[src/rtl/vga_timing_gen.sv]
// Raster timing generator: pixel-rate strobe, H/V counters, and sync/blank
// outputs delayed by PIPE_DLY strobes to line up with the cell/font fetch stage.
module vga_timing_gen #(
  parameter int H_ACTIVE = 640,
  parameter int H_FP     = 16,
  parameter int H_SYNC   = 96,
  parameter int H_BP     = 48,
  parameter int V_ACTIVE = 480,
  parameter int V_FP     = 10,
  parameter int V_SYNC   = 2,
  parameter int V_BP     = 33,
  parameter int CLK_DIV  = 2,
  parameter int PIPE_DLY = 3,
  parameter bit HS_POL   = 1'b0,
  parameter bit VS_POL   = 1'b0
) (
  input  logic        clock,
  input  logic        reset,
  input  logic        dispEnable,
  output logic        pixStrobe,
  output logic [11:0] pixPosX,
  output logic [11:0] pixPosY,
  output logic        pixLineOdd,
  output logic        pixActive,
  output logic        hsyncOut,
  output logic        vsyncOut,
  output logic        blankOut,
  output logic        frameStart,
  output logic [15:0] frameCount
);

  localparam int H_TOTAL = H_ACTIVE + H_FP + H_SYNC + H_BP;
  localparam int V_TOTAL = V_ACTIVE + V_FP + V_SYNC + V_BP;
  localparam int DIV_W   = (CLK_DIV > 1) ? $clog2(CLK_DIV) : 1;
  localparam int DLY_N   = (PIPE_DLY == 0) ? 1 : PIPE_DLY;
  localparam int LAST    = (PIPE_DLY == 0) ? 0 : PIPE_DLY - 1;

  localparam logic [DIV_W-1:0] DIV_LAST = DIV_W'(CLK_DIV - 1);
  localparam logic [DIV_W-1:0] DIV_ONE  = DIV_W'(1);
  localparam logic [11:0] H_ACT    = 12'(H_ACTIVE);
  localparam logic [11:0] H_LAST   = 12'(H_TOTAL - 1);
  localparam logic [11:0] HS_START = 12'(H_ACTIVE + H_FP);
  localparam logic [11:0] HS_END   = 12'(H_ACTIVE + H_FP + H_SYNC);
  localparam logic [11:0] V_ACT    = 12'(V_ACTIVE);
  localparam logic [11:0] V_LAST   = 12'(V_TOTAL - 1);
  localparam logic [11:0] VS_START = 12'(V_ACTIVE + V_FP);
  localparam logic [11:0] VS_END   = 12'(V_ACTIVE + V_FP + V_SYNC);

  // Delay-line entries are {hs, vs, blank}, active-high; idle = no sync, blanked.
  localparam logic [2:0] IDLE = 3'b001;

  logic [DIV_W-1:0] div_cnt_q, div_cnt_d;
  logic [11:0]      h_cnt_q, h_cnt_d;
  logic [11:0]      v_cnt_q, v_cnt_d;
  logic [15:0]      frame_cnt_q, frame_cnt_d;
  logic             strobe_q, strobe_d;
  logic             frame_start_q, frame_start_d;
  logic             active_q, active_d;
  logic [2:0]       out_q, out_d;
  logic [2:0]       dly_q [DLY_N];
  logic [2:0]       dly_d [DLY_N];
  logic [2:0]       raw;
  logic             tick;
  logic             h_wrap;
  logic             v_wrap;

  assign tick   = (div_cnt_q == DIV_LAST);
  assign h_wrap = (h_cnt_q == H_LAST);
  assign v_wrap = (v_cnt_q == V_LAST);

  always_comb begin
    div_cnt_d     = div_cnt_q;
    h_cnt_d       = h_cnt_q;
    v_cnt_d       = v_cnt_q;
    frame_cnt_d   = frame_cnt_q;
    strobe_d      = 1'b0;
    frame_start_d = 1'b0;
    active_d      = active_q;
    out_d         = out_q;
    raw           = IDLE;
    for (int i = 0; i < DLY_N; i++) dly_d[i] = dly_q[i];

    if (!dispEnable) begin
      // Disable aborts the frame outright; only the frame counter survives.
      div_cnt_d = '0;
      h_cnt_d   = '0;
      v_cnt_d   = '0;
      active_d  = 1'b0;
      out_d     = IDLE;
      for (int i = 0; i < DLY_N; i++) dly_d[i] = IDLE;
    end else begin
      div_cnt_d = tick ? '0 : div_cnt_q + DIV_ONE;
      if (tick) begin
        strobe_d = 1'b1;
        h_cnt_d  = h_wrap ? '0 : h_cnt_q + 12'd1;
        if (h_wrap) v_cnt_d = v_wrap ? '0 : v_cnt_q + 12'd1;
        if (h_wrap && v_wrap) begin
          frame_start_d = 1'b1;
          frame_cnt_d   = frame_cnt_q + 16'd1;
        end
        // Flags are computed from the next counts so they align with pixPosX/Y.
        active_d = (h_cnt_d < H_ACT) && (v_cnt_d < V_ACT);
        raw = {(h_cnt_d >= HS_START) && (h_cnt_d < HS_END),
               (v_cnt_d >= VS_START) && (v_cnt_d < VS_END),
               !active_d};
        out_d    = (PIPE_DLY == 0) ? raw : dly_q[LAST];
        dly_d[0] = raw;
        for (int i = 1; i < DLY_N; i++) dly_d[i] = dly_q[i-1];
      end
    end
  end

  always_ff @(posedge clock) begin
    if (!reset) begin
      div_cnt_q     <= '0;
      h_cnt_q       <= '0;
      v_cnt_q       <= '0;
      frame_cnt_q   <= '0;
      strobe_q      <= 1'b0;
      frame_start_q <= 1'b0;
      active_q      <= 1'b0;
      out_q         <= IDLE;
      for (int i = 0; i < DLY_N; i++) dly_q[i] <= IDLE;
    end else begin
      div_cnt_q     <= div_cnt_d;
      h_cnt_q       <= h_cnt_d;
      v_cnt_q       <= v_cnt_d;
      frame_cnt_q   <= frame_cnt_d;
      strobe_q      <= strobe_d;
      frame_start_q <= frame_start_d;
      active_q      <= active_d;
      out_q         <= out_d;
      for (int i = 0; i < DLY_N; i++) dly_q[i] <= dly_d[i];
    end
  end

  assign pixStrobe  = strobe_q;
  assign pixPosX    = h_cnt_q;
  assign pixPosY    = v_cnt_q;
  assign pixLineOdd = v_cnt_q[0];
  assign pixActive  = active_q;
  assign hsyncOut   = out_q[2] ? HS_POL : ~HS_POL;
  assign vsyncOut   = out_q[1] ? VS_POL : ~VS_POL;
  assign blankOut   = out_q[0];
  assign frameStart = frame_start_q;
  assign frameCount = frame_cnt_q;

endmodule

[config.mk]
export PLATFORM = sky130hd
export DESIGN_NAME = vga_timing_gen
export DESIGN_NICKNAME = d
export VERILOG_FILES = /design/src/rtl/vga_timing_gen.sv
export SDC_FILE = /design/constraint.sdc
export NUM_CORES = 1
export LEC_CHECK = 0
export BUFFER_PORTS_ARGS = -buffer_cell sky130_fd_sc_hd__buf_4
export CORE_ASPECT_RATIO = 0.75
export CORE_MARGIN = 5
export CORE_UTILIZATION = 60
export CTS_CLUSTER_DIAMETER = 100
export DETAILED_ROUTE_END_ITERATION = 10
export GPL_TIMING_DRIVEN = 0
export PLACE_DENSITY = 0.81
export SETUP_SLACK_MARGIN = 0.1
export SLEW_MARGIN = 0
export SYNTH_ARGS = -nofsm -noshare
export SYNTH_HDL_FRONTEND = slang
export SYNTH_SLANG_ARGS = --single-unit
[constraint.sdc]
create_clock -name clock -period 5.95 [get_ports clock]
set_input_delay 0.8925 -clock clock [delete_from_list [all_inputs] [get_ports clock]]
set_output_delay 0.8925 -clock clock [all_outputs]
set_load 0.05 [all_outputs]
==> run_results.csv, run 1 <==
group,metric,value,unit
status,status,"finished, final reports clean",
floorplanning,die_h,70.4,um
logic_synthesis,syn_area_per_cell,8.23,sq um
logic_synthesis,synth-edff-count,0,
placed_design,dp.cells,464,
sta,max_freq,0.310,GHz
detailed_routing,vias,2817,
sta,post-route-min-period,3230,ps
grt,antenna_found_initial,0,
clock_network,htree_num_levels,2,
floorplanning,io_pins,50,
floorplanning,dieArea,0.00638,sq mm
logic_synthesis,synth_top_area_share,0.384,
logic_synthesis,syn-instance-count,355,
logic_synthesis,synth_area_leaders,"dfxtp_1 (38%), nand4_1 (4.7%), o21ai_0 (4.1%)",
power,power_density,199,mW/mm^2
detailed_routing,avgViaCountPerCell,5.98,
clock_network,post-cts-setup-buffers,0,
critical_path,critical_path.max_stage_delay,700,ps
detailed_routing,first_iter_violations,205,
placed_design,place_congestion,0.935,
logic_synthesis,ys.flop_type,"dfxtp_1",
grt,grt_pass1_vias,2613,
sta,hold_slack,472,ps
clock_network,ctsResizeCount,0,
logic_synthesis,syn_nets,362,
power,p_leak,1.30,nW
floorplanning,rows,22,
logic_synthesis,yosys.area.top_type,"dfxtp_1",
power,total_power,0.695,mW
grt,gr-usage-all-layers,0.235,
critical_path,crit_top_cell,"clkbuf_1",
critical_path,timing.critical_path.fanout_max,8,
sta,rsz0062_at_grt,"no",
sta,setup_ws,2720,ps
grt,grt_pass1_wl,12400,um
finish,final_cell_count_no_fill,471,
critical_path,reg2reg_from,"pixPosX[0]$_SDFFE_PN0P_",
clock_network,cts_buffer_depth,2,
placed_design,dp_worst_setup_slack,2820,ps
grt,gr-total-overflow,0,
finish,design_area,0.00349,sq mm
critical_path,crit_slowest_cell,"nor4_1",
logic_synthesis,ys_types,48,
clock_network,cts_sinks,56,
logic_synthesis,synth_seq_cells,56,
job,maxCapViolations,0,
finish,final_layout_size_suffix_gt1_frac,0.156,
clock_network,cts-root-buf,"clkbuf_8",
sta,slew_viol_final,0,
worst_hold_path,hold_path.startpoint,"dly_q[0][1]$_SDFFE_PN0P_",
grt,grt_max_degree,17,
critical_path,cp.arrival,3490,ps
critical_path,reg2reg_slack,2720,ps
finish,syn_to_final_growth,19.6,%
detailed_routing,drc_errors,0,
sta,worst_pin_slew,702,ps
placed_design,post-dp-hpwl,5440,um
sta,tns,0,ps
critical_path,cp_cell_sequence,"ha_1 > clkbuf_1 > nand4_1 > nor4_1 > and3_1 > clkbuf_1 > xor2_1 > or4_1 > o21ai_1",
finish,diodes,0,
critical_path,worstSetupEndpointType,"flop",
worst_hold_path,hold_depth,2,
detailed_routing,ant_nets,0,
critical_path,critPathLaunchType,"flop",
logic_synthesis,synth_area,0.00292,sq mm
worst_hold_path,worstHoldPathType,"flop to flop",
critical_path,critPathKind,"flop to flop",
finish,nFillCells,399,
sta,period_share,0.543,
placed_design,place_area,0.00336,sq mm
logic_synthesis,yosysMostFrequentCell,"dfxtp_1",
critical_path,critPathBufInv,2,
floorplanning,die_width,90.6,um
logic_synthesis,synth_commonest_cells,"dfxtp_1 (56), nor2_1 (29), nand2_1 (24), o21ai_0 (24), nand4_1 (22)",
logic_synthesis,synth-seq-area-share,0.384,
clock_network,insertion_delay,320,ps
logic_synthesis,synth-async-reset-ratio,0,
worst_hold_path,holdPathEnd,"dly_q[0][1]$_SDFFE_PN0P_",
sta,maxSlewHeadroom,0.528,
critical_path,crit_required,6210,ps
sta,finalHoldViolCount,0,
clock_network,path_clk_slew,100,ps
floorplanning,start_util,0.610,
finish,fin_util,0.729,
placed_design,port_buffers,49,
clock_network,cts_tree,"yes",
critical_path,crit_family,"simple AND/OR/NAND/NOR gates",
logic_synthesis,yosysWarningCount,0,
critical_path,reg2reg_depth,9,
detailed_routing,wl_per_cell,16.1,um
detailed_routing,first_pass_iters,5,
clock_network,cts_hold_buf,0,
sta,setup_viol,0,
floorplanning,core-area,0.00479,sq mm
sta,fin_worst_skew,8.27,ps
critical_path,r2r_end,"dly_q[0][1]$_SDFFE_PN0P_",
clock_network,numCtsBuffers,5,
detailed_routing,wirelength,7570,um
power,ir_worst_vdd,0.169,mV
finish,final_nets,418,
## worst reg2reg max path, cell delays in order, from the launching register on
cell      delay, ps
dfxtp_1         480
ha_1            200
clkbuf_1        280
nand4_1         300
nor4_1          700
and3_1          260
clkbuf_1        280
xor2_1          110
or4_1           440
o21ai_1         120
## state kept, by name (all words and copies together) (netlist names)
name,flops
div_cnt_q,1
pixStrobe,1
dly_q,9
pixActive,1
frameCount,16
pixPosY,12
pixPosX,12
frameStart,1
out_q,3
## placed cells by master, fill, tap and decap left out, types with 2 or more instances in the layout
cell type | netlist | layout
dfxtp_1 | 56 | 56
buf_4 | 1 | 50
nor2_1 | 29 | 29
nand2_1 | 24 | 24
o21ai_0 | 24 | 24
nand4_1 | 22 | 22
clkbuf_1 | 19 | 19
nand3_1 | 19 | 19
and2_1 | 17 | 17
a21oi_1 | 13 | 13
and3_1 | 12 | 12
nor3_1 | 12 | 12
xnor2_1 | 12 | 12
xor2_1 | 11 | 11
mux2i_1 | 10 | 10
inv_1 | 9 | 9
a31oi_1 | 6 | 6
or3_1 | 6 | 6
clkbuf_8 | 0 | 5
a21boi_0 | 4 | 4
ha_1 | 4 | 4
and4_1 | 3 | 3
or4_1 | 3 | 3
o211ai_1 | 3 | 3
nor2b_1 | 3 | 3
or4_4 | 2 | 2
nor4_1 | 2 | 2
buf_1 | 2 | 2
nor3b_1 | 2 | 2
nor4bb_1 | 2 | 2
o31ai_1 | 2 | 2
o41ai_1 | 2 | 2
nand2b_1 | 2 | 2
nand3b_1 | 2 | 2
bufinv_16 | 0 | 2
## per-layer routing
metal	GRT usage	part of all wire
met5	0	0
met4	0.0595	0.013
met3	0.0538	0.060
met2	0.370	0.46
met1	0.324	0.47
## power breakdown
part	total (mW)	leakage, nW	switching [mW]	internal (mW)
registers	0.377	0.452	0.00133	0.376
logic	0.0234	0.781	0.0168	0.00653
clock network	0.295	0.0642	0.129	0.166
total	0.695	1.30	0.147	0.548
## cell type report
| cell class | count | area, sq um | area share |
|---|---|---|---|
| multi-input combinational | 266 | 1660 | 0.476 |
| sequential | 56 | 1120 | 0.321 |
| timing repair buffer | 49 | 368 | 0.105 |
| buffer | 24 | 103 | 0.0294 |
| tap | 60 | 75.1 | 0.0215 |
| clock buffer | 5 | 68.8 | 0.0197 |
| clock inverter | 2 | 60.1 | 0.0172 |
| inverter | 9 | 33.8 | 0.00967 |
## cell families after synthesis
logic type | share of synthesized area
simple gates | 0.310
compound gates | 0.135
flops | 0.384
buf+inv | 0.0467
xor+xnor | 0.0690
mux | 0.0381
fa+ha+maj | 0.0171
## worst max path at each step
stage                                  startpoint                       end  slack (ps)  depth (start not counted)
after global placement    pixPosX[0]$_SDFFE_PN0P_  dly_q[0][1]$_SDFFE_PN0P_        2790                          9
after detailed placement  pixPosX[0]$_SDFFE_PN0P_  dly_q[0][1]$_SDFFE_PN0P_        2820                          9
after global routing      pixPosX[0]$_SDFFE_PN0P_  dly_q[0][1]$_SDFFE_PN0P_        2490                          9
after floorplan           pixPosX[0]$_SDFFE_PN0P_    pixActive$_SDFFE_PN0P_        2860                          8
final                     pixPosX[0]$_SDFFE_PN0P_  dly_q[0][1]$_SDFFE_PN0P_        2720                          9
after CTS                 pixPosX[0]$_SDFFE_PN0P_  dly_q[0][1]$_SDFFE_PN0P_        2800                          9
No activity file was read; power rests on OpenSTA's default activity.
==> inputs of run 2 (changes only) <==
- ABC_AREA: default -> 1
- CORE_UTILIZATION: 60 -> 56
- PLACE_DENSITY: 0.81 -> 0.76
- clock period: 5.95 -> 3.12 ns (I/O delays scaled with it)
==> run_results.csv, run 2 <==
group,metric,value,unit
status,status,"finished, final reports clean",
sta,setup_viol,0,
finish,mostFrequentLayoutCells,"nand2_1 (100), inv_1 (57), dfxtp_1 (56)",
finish,largest_register_ffs,16,
power,switching_power,0.285,mW
sta,period_share,0.680,
floorplanning,core-area,0.00524,sq mm
logic_synthesis,yosysWarningCount,0,
sta,fin_worst_skew,5.99,ps
power,power_density,332,mW/mm^2
detailed_routing,first_iter_violations,213,
floorplanning,dieArea,0.00689,sq mm
power,ir_worst_vdd,0.264,mV
critical_path,timing.critical_path.fanout_max,6,
logic_synthesis,ys_types,42,
logic_synthesis,syn-instance-count,431,
clock_network,htree_num_levels,2,
power,p_int,0.891,mW
power,total_power,1.18,mW
job,maxCapViolations,0,
logic_synthesis,synth-seq-area-share,0.376,
detailed_routing,drc_errors,0,
clock_network,numCtsBuffers,5,
critical_path,worstSetupEndpointType,"flop",
placed_design,place_congestion,0.893,
detailed_routing,first_pass_iters,4,
critical_path,cp.arrival,2370,ps
logic_synthesis,synth_fa_ha_area_frac,0.0168,
sta,maxSlewHeadroom,0.479,
logic_synthesis,synth_seq_cells,56,
detailed_routing,wl_per_cell,13.6,um
worst_hold_path,hold_path.startpoint,"reset",
floorplanning,start_util,0.569,
logic_synthesis,synth_top_area_share,0.376,
finish,final_cell_count_no_fill,563,
floorplanning,rows,23,
sta,max_freq,0.471,GHz
critical_path,r2r_end,"frameCount[14]$_SDFFE_PN0P_",
logic_synthesis,synth-edff-count,0,
worst_hold_path,holdPathEnd,"frameCount[4]$_SDFFE_PN0P_",
logic_synthesis,synth_area,0.00298,sq mm
logic_synthesis,yosys.area_share.simple,0.367,
logic_synthesis,synth_top_family_by_area,"simple AND/OR/NAND/NOR gates",
finish,nFillCells,485,
placed_design,post-dp-hpwl,5880,um
sta,slew_viol_final,0,
detailed_routing,avgViaCountPerCell,5.27,
grt,antenna_found_initial,0,
logic_synthesis,yosys.area.top_type,"dfxtp_1",
critical_path,critPathLaunchType,"flop",
logic_synthesis,synth_compound_area_frac,0.130,
finish,final_layout_size_suffix_gt1_frac,0.172,
detailed_routing,vias,2965,
logic_synthesis,ys.flop_type,"dfxtp_1",
clock_network,path_clk_slew,110,ps
critical_path,reg2reg_from,"pixPosX[0]$_SDFFE_PN0P_",
grt,grt_max_degree,20,
logic_synthesis,synth.area.mux_share,0,
critical_path,critPathKind,"flop to flop",
floorplanning,die_width,94.2,um
logic_synthesis,syn_nets,438,
sta,worst_pin_slew,775,ps
placed_design,port_buffers,49,
clock_network,cts_buffer_depth,2,
clock_network,cts-root-buf,"clkbuf_8",
power,switching_share,0.242,
grt,grt_pass1_vias,2717,
finish,syn_to_final_growth,18.7,%
power,power_frac_clock,0.357,
placed_design,dp.cells,555,
logic_synthesis,yosysMostFrequentCell,"nand2_1",
sta,post-route-min-period,2120,ps
power,seqPwrFrac,0.611,
worst_hold_path,worstHoldPathType,"primary input to flop",
floorplanning,die_h,73.2,um
floorplanning,io_pins,50,
clock_network,ctsResizeCount,0,
grt,gr-usage-all-layers,0.236,
grt,grt_pass1_wl,12900,um
logic_synthesis,synth_area_leaders,"dfxtp_1 (38%), nand2_1 (13%), inv_1 (7.2%)",
clock_network,post-cts-setup-buffers,0,
sta,rsz0062_at_grt,"no",
critical_path,crit_required,3370,ps
logic_synthesis,syn_area_per_cell,6.91,sq um
clock_network,cts_tree,"yes",
finish,final_nets,494,
clock_network,cts_hold_buf,0,
clock_network,cts_sinks,56,
sta,tns,0,ps
detailed_routing,ant_nets,0,
sta,finalHoldViolCount,0,
logic_synthesis,synth-async-reset-ratio,0,
grt,gr-total-overflow,0,
critical_path,reg2reg_slack,1000,ps
logic_synthesis,synthXorXnorAreaFrac,0.0235,
detailed_routing,wirelength,7660,um
clock_network,insertion_delay,320,ps
finish,diodes,0,
worst_hold_path,hold_depth,3,
power,pwr-share-comb,0.032,
finish,final_common_cell,"nand2_1",
logic_synthesis,synth_commonest_cells,"nand2_1 (100), inv_1 (57), dfxtp_1 (56)",
critical_path,reg2reg_depth,11,
power,p_leak,1.40,nW
run 2: changes by cell type after synthesis, moves of 5 or more:
cell	change
o22ai_1	+18
and3_1	-11
nand3_1	+17
and2_1	-16
inv_1	+48
nand2_1	+76
mux2i_1	-10
nor2_1	+16
clkbuf_1	-15
xnor2_1	-11
a31oi_1	-5
nand4_1	-16
or3_1	-6
run 2: routing by layer:
layer  global-route usage  part of all wire
met1                0.353              0.50
met2                0.334              0.41
met3               0.0526             0.077
met4               0.0753            0.0097
met5                    0                 0
run 2: worst max path at each step:
| stage | from | endpoint | slack [ps] | cells after the start |
|---|---|---|---|---|
| detailed placement | pixPosX[0]$_SDFFE_PN0P_ | dly_q[0][0]$_SDFFE_PN1P_ | 1030 | 12 |
| CTS | pixPosX[0]$_SDFFE_PN0P_ | dly_q[0][0]$_SDFFE_PN1P_ | 1000 | 12 |
| floorplan | pixPosX[0]$_SDFFE_PN0P_ | frameCount[8]$_SDFFE_PN0P_ | 920 | 11 |
| global placement | pixPosX[0]$_SDFFE_PN0P_ | frameCount[14]$_SDFFE_PN0P_ | 1070 | 11 |
| global route | frameCount[0]$_SDFFE_PN0P_ | frameCount[14]$_SDFFE_PN0P_ | 710 | 7 |
| finish | pixPosX[0]$_SDFFE_PN0P_ | frameCount[14]$_SDFFE_PN0P_ | 1000 | 11 |
run 2: final cells by class:
cell class                      instances  area [sq um]  share of cell area
Clock inverter                          3          27.5             0.00778
Multi-Input combinational cell        310          1600               0.453
Sequential cell                        56          1120               0.317
Inverter                               58           218              0.0616
Tap cell                               75          93.8              0.0265
Timing Repair Buffer                   49           368               0.104
Buffer                                  7          38.8              0.0110
Clock buffer                            5          68.8              0.0195
run 2: worst max-delay path, stage by stage, from the launching register on:
cell and delay, ps:
dfxtp_1 450, ha_1 270, nand2_2 130, nor2_1 120, nand3_1 70, nor2_1 200
inv_1 160, nor2_1 120, nand2_1 160, inv_1 160, o21ai_0 100, a21oi_1 120
run 2: metrics by stage:
step	util	instance area, sq um	hold slack [ps]	setup slack, ps
after floorplan	-	2980	426	920
after global placement	0.657	3440	447	1070
after detailed placement	0.657	3440	447	1030
after CTS	0.675	3540	414	1000
after global routing	0.675	3540	424	705
final	0.675	3540	432	998
run 2: logic make-up (layout without fill, tap and decap cells):
| group | Yosys count | after routing |
|---|---|---|
| simple gates | 231 | 231 |
| compound gates | 67 | 67 |
| buf+inv | 65 | 122 |
| flops | 56 | 56 |
| xor+xnor | 8 | 8 |
| fa+ha+maj | 4 | 4 |
run 2: power by group through the flow:
stage          Clock [mW]  Sequential (mW)  Combinational [mW]
2_1_floorplan           0            0.739              0.0190
4_1_cts             0.429            0.718              0.0374
3_3_place_gp            0            0.735              0.0368
3_5_place_dp            0            0.735              0.0371
6_report            0.419            0.718              0.0380
5_1_grt             0.464            0.719              0.0413
==> inputs of run 3 (changes only) <==
- ABC_AREA: 1 -> 0
- PLACE_DENSITY: 0.76 -> 0.77
- clock period: 3.12 -> 2.2 ns (I/O delays scaled with it)
==> run_results.csv, run 3 (same netlist as run 1, synthesis figures left out) <==
group,metric,value,unit
finish,final_nets,443,
sta,setup_ws,-379,ps
critical_path,critPathKind,"flop to flop",
power,total_power,1.66,mW
clock_network,path_clk_slew,100,ps
finish,design_area,0.00395,sq mm
finish,fin_util,0.793,
worst_hold_path,worstHoldPathType,"primary input to flop",
sta,fin_worst_skew,6.13,ps
detailed_routing,drc_errors,0,
status,status,"finished, violations left",
power,ir_worst_vdd,0.345,mV
finish,mostFrequentLayoutCells,"buf_4 (71), dfxtp_1 (41), nor2_1 (29)",
placed_design,place_area,0.00346,sq mm
power,pwr-share-comb,0.043,
floorplanning,core-area,0.00498,sq mm
power,power_frac_clock,0.348,
detailed_routing,first_pass_iters,5,
sta,slew_viol_final,0,
finish,largest_register_ffs,16,
critical_path,cp.arrival,2780,ps
sta,rsz0062_at_grt,"yes",
grt,gr-usage-all-layers,0.244,
critical_path,crit_required,2410,ps
sta,period_share,1.17,
sta,maxSlewHeadroom,0.501,
job,maxCapViolations,0,
grt,gr-total-overflow,0,
placed_design,place_congestion,0.885,
critical_path,worstSetupEndpointType,"flop",
floorplanning,start_util,0.586,
finish,syn_to_final_growth,35.3,%
placed_design,post-dp-hpwl,5340,um
clock_network,numCtsBuffers,5,
clock_network,insertion_delay,310,ps
floorplanning,dieArea,0.00677,sq mm
power,switching_share,0.242,
detailed_routing,ant_nets,0,
critical_path,critPathLaunchType,"flop",
floorplanning,rows,22,
floorplanning,die_width,93.4,um
grt,grt_pass1_wl,13200,um
power,p_int,1.26,mW
critical_path,timing.critical_path.fanout_max,5,
finish,diodes,0,
clock_network,cts_tree,"yes",
sta,finalHoldViolCount,0,
finish,final_layout_size_suffix_gt1_frac,0.307,
clock_network,htree_num_levels,2,
detailed_routing,avgViaCountPerCell,5.98,
finish,final_common_cell,"buf_4",
power,seqPwrFrac,0.609,
floorplanning,io_pins,50,
power,power_density,421,mW/mm^2
detailed_routing,vias,3044,
detailed_routing,wirelength,8400,um
sta,max_freq,0.388,GHz
floorplanning,die_h,72.5,um
placed_design,dp_worst_setup_slack,-646,ps
finish,nFillCells,322,
sta,post-route-min-period,2580,ps
power,switching_power,0.403,mW
detailed_routing,wl_per_cell,16.5,um
clock_network,cts_sinks,56,
detailed_routing,first_iter_violations,198,
finish,multi_input_area,0.00183,sq mm
grt,antenna_found_initial,0,
grt,grt_pass1_vias,2692,
finish,regArea,0.00115,sq mm
status,violations,"negative setup slack",
sta,setup_viol,27,
grt,grt_max_degree,18,
power,p_leak,1.54,nW
clock_network,cts_buffer_depth,2,
clock_network,cts_hold_buf,0,
placed_design,port_buffers,49,
sta,worst_pin_slew,746,ps
sta,tns,-4650,ps
clock_network,cts-root-buf,"clkbuf_8",
## run 3: changes by cell type in the layout (fill, tap and decap cells not counted), sizes merged, moves of 12 or more
| cell | before | now |
|---|---|---|
| and2 | 1 | 17 |
| buf | 52 | 83 |
| clkbuf | 9 | 21 |
| inv | 58 | 10 |
| nand2 | 106 | 24 |
| nand3 | 39 | 19 |
| nand4 | 6 | 22 |
| nor2 | 53 | 29 |
| o22ai | 19 | 1 |
## run 3: metrics by stage
stage,hold WS [ps],instances
after floorplan,416,355
after global placement,443,476
after detailed placement,441,476
after CTS,250,500
final,254,509
after global routing,241,509
## run 3: worst paths after layout
kind                              end  slack, ps                      from  cells after the start
max reg2reg    pixActive$_SDFFE_PN0P_       -380  pixPosX[11]$_SDFFE_PN0P_                      5
min reg2reg  dly_q[0][2]$_SDFFE_PN0P_        470  dly_q[0][2]$_SDFFE_PN0P_                      2
min          dly_q[0][3]$_SDFFE_PN1P_        250                dispEnable                      2
max            pixActive$_SDFFE_PN0P_       -380  pixPosX[11]$_SDFFE_PN0P_                      5
## run 3: cell type report
type,count,area share
multi-input cells,266,0.462
flip-flops and latches,56,0.292
repair buffers,77,0.157
plain buffers,21,0.0348
well taps,72,0.0228
clock buffers,6,0.0184
inverters,9,0.00855
clock inverters,2,0.00380
## run 3: critical path, stage by stage, from the launching register on
cell and delay [ps]:
dfxtp_4 370, or4_4 550, or4_4 560, or4_4 500
a22o_4 260, a32o_1 220
## run 3: power by group through the flow
stage	Sequential [mW]	Combinational [mW]	Clock, mW
3_3_place_gp	1.04	0.0629	0
6_report	1.01	0.0722	0.578
2_1_floorplan	1.04	0.0346	0
4_1_cts	1.01	0.0696	0.588
3_5_place_dp	1.04	0.0638	0
5_1_grt	1.01	0.0771	0.626
## run 3: routing by layer
layer,wire length (um),vias up,GRT usage
met4,198,0,0.0813
met1,3790,1444,0.340
met2,3860,132,0.386
met5,0,-,0
li1,-,1443,-
met3,546,25,0.0394
## run 3: what timing repair did
action,4_1_cts,5_1_grt
endpoints found under the setup margin,35,36
setup buffers,19,9
resized for setup,38,22
pin swaps,19,24
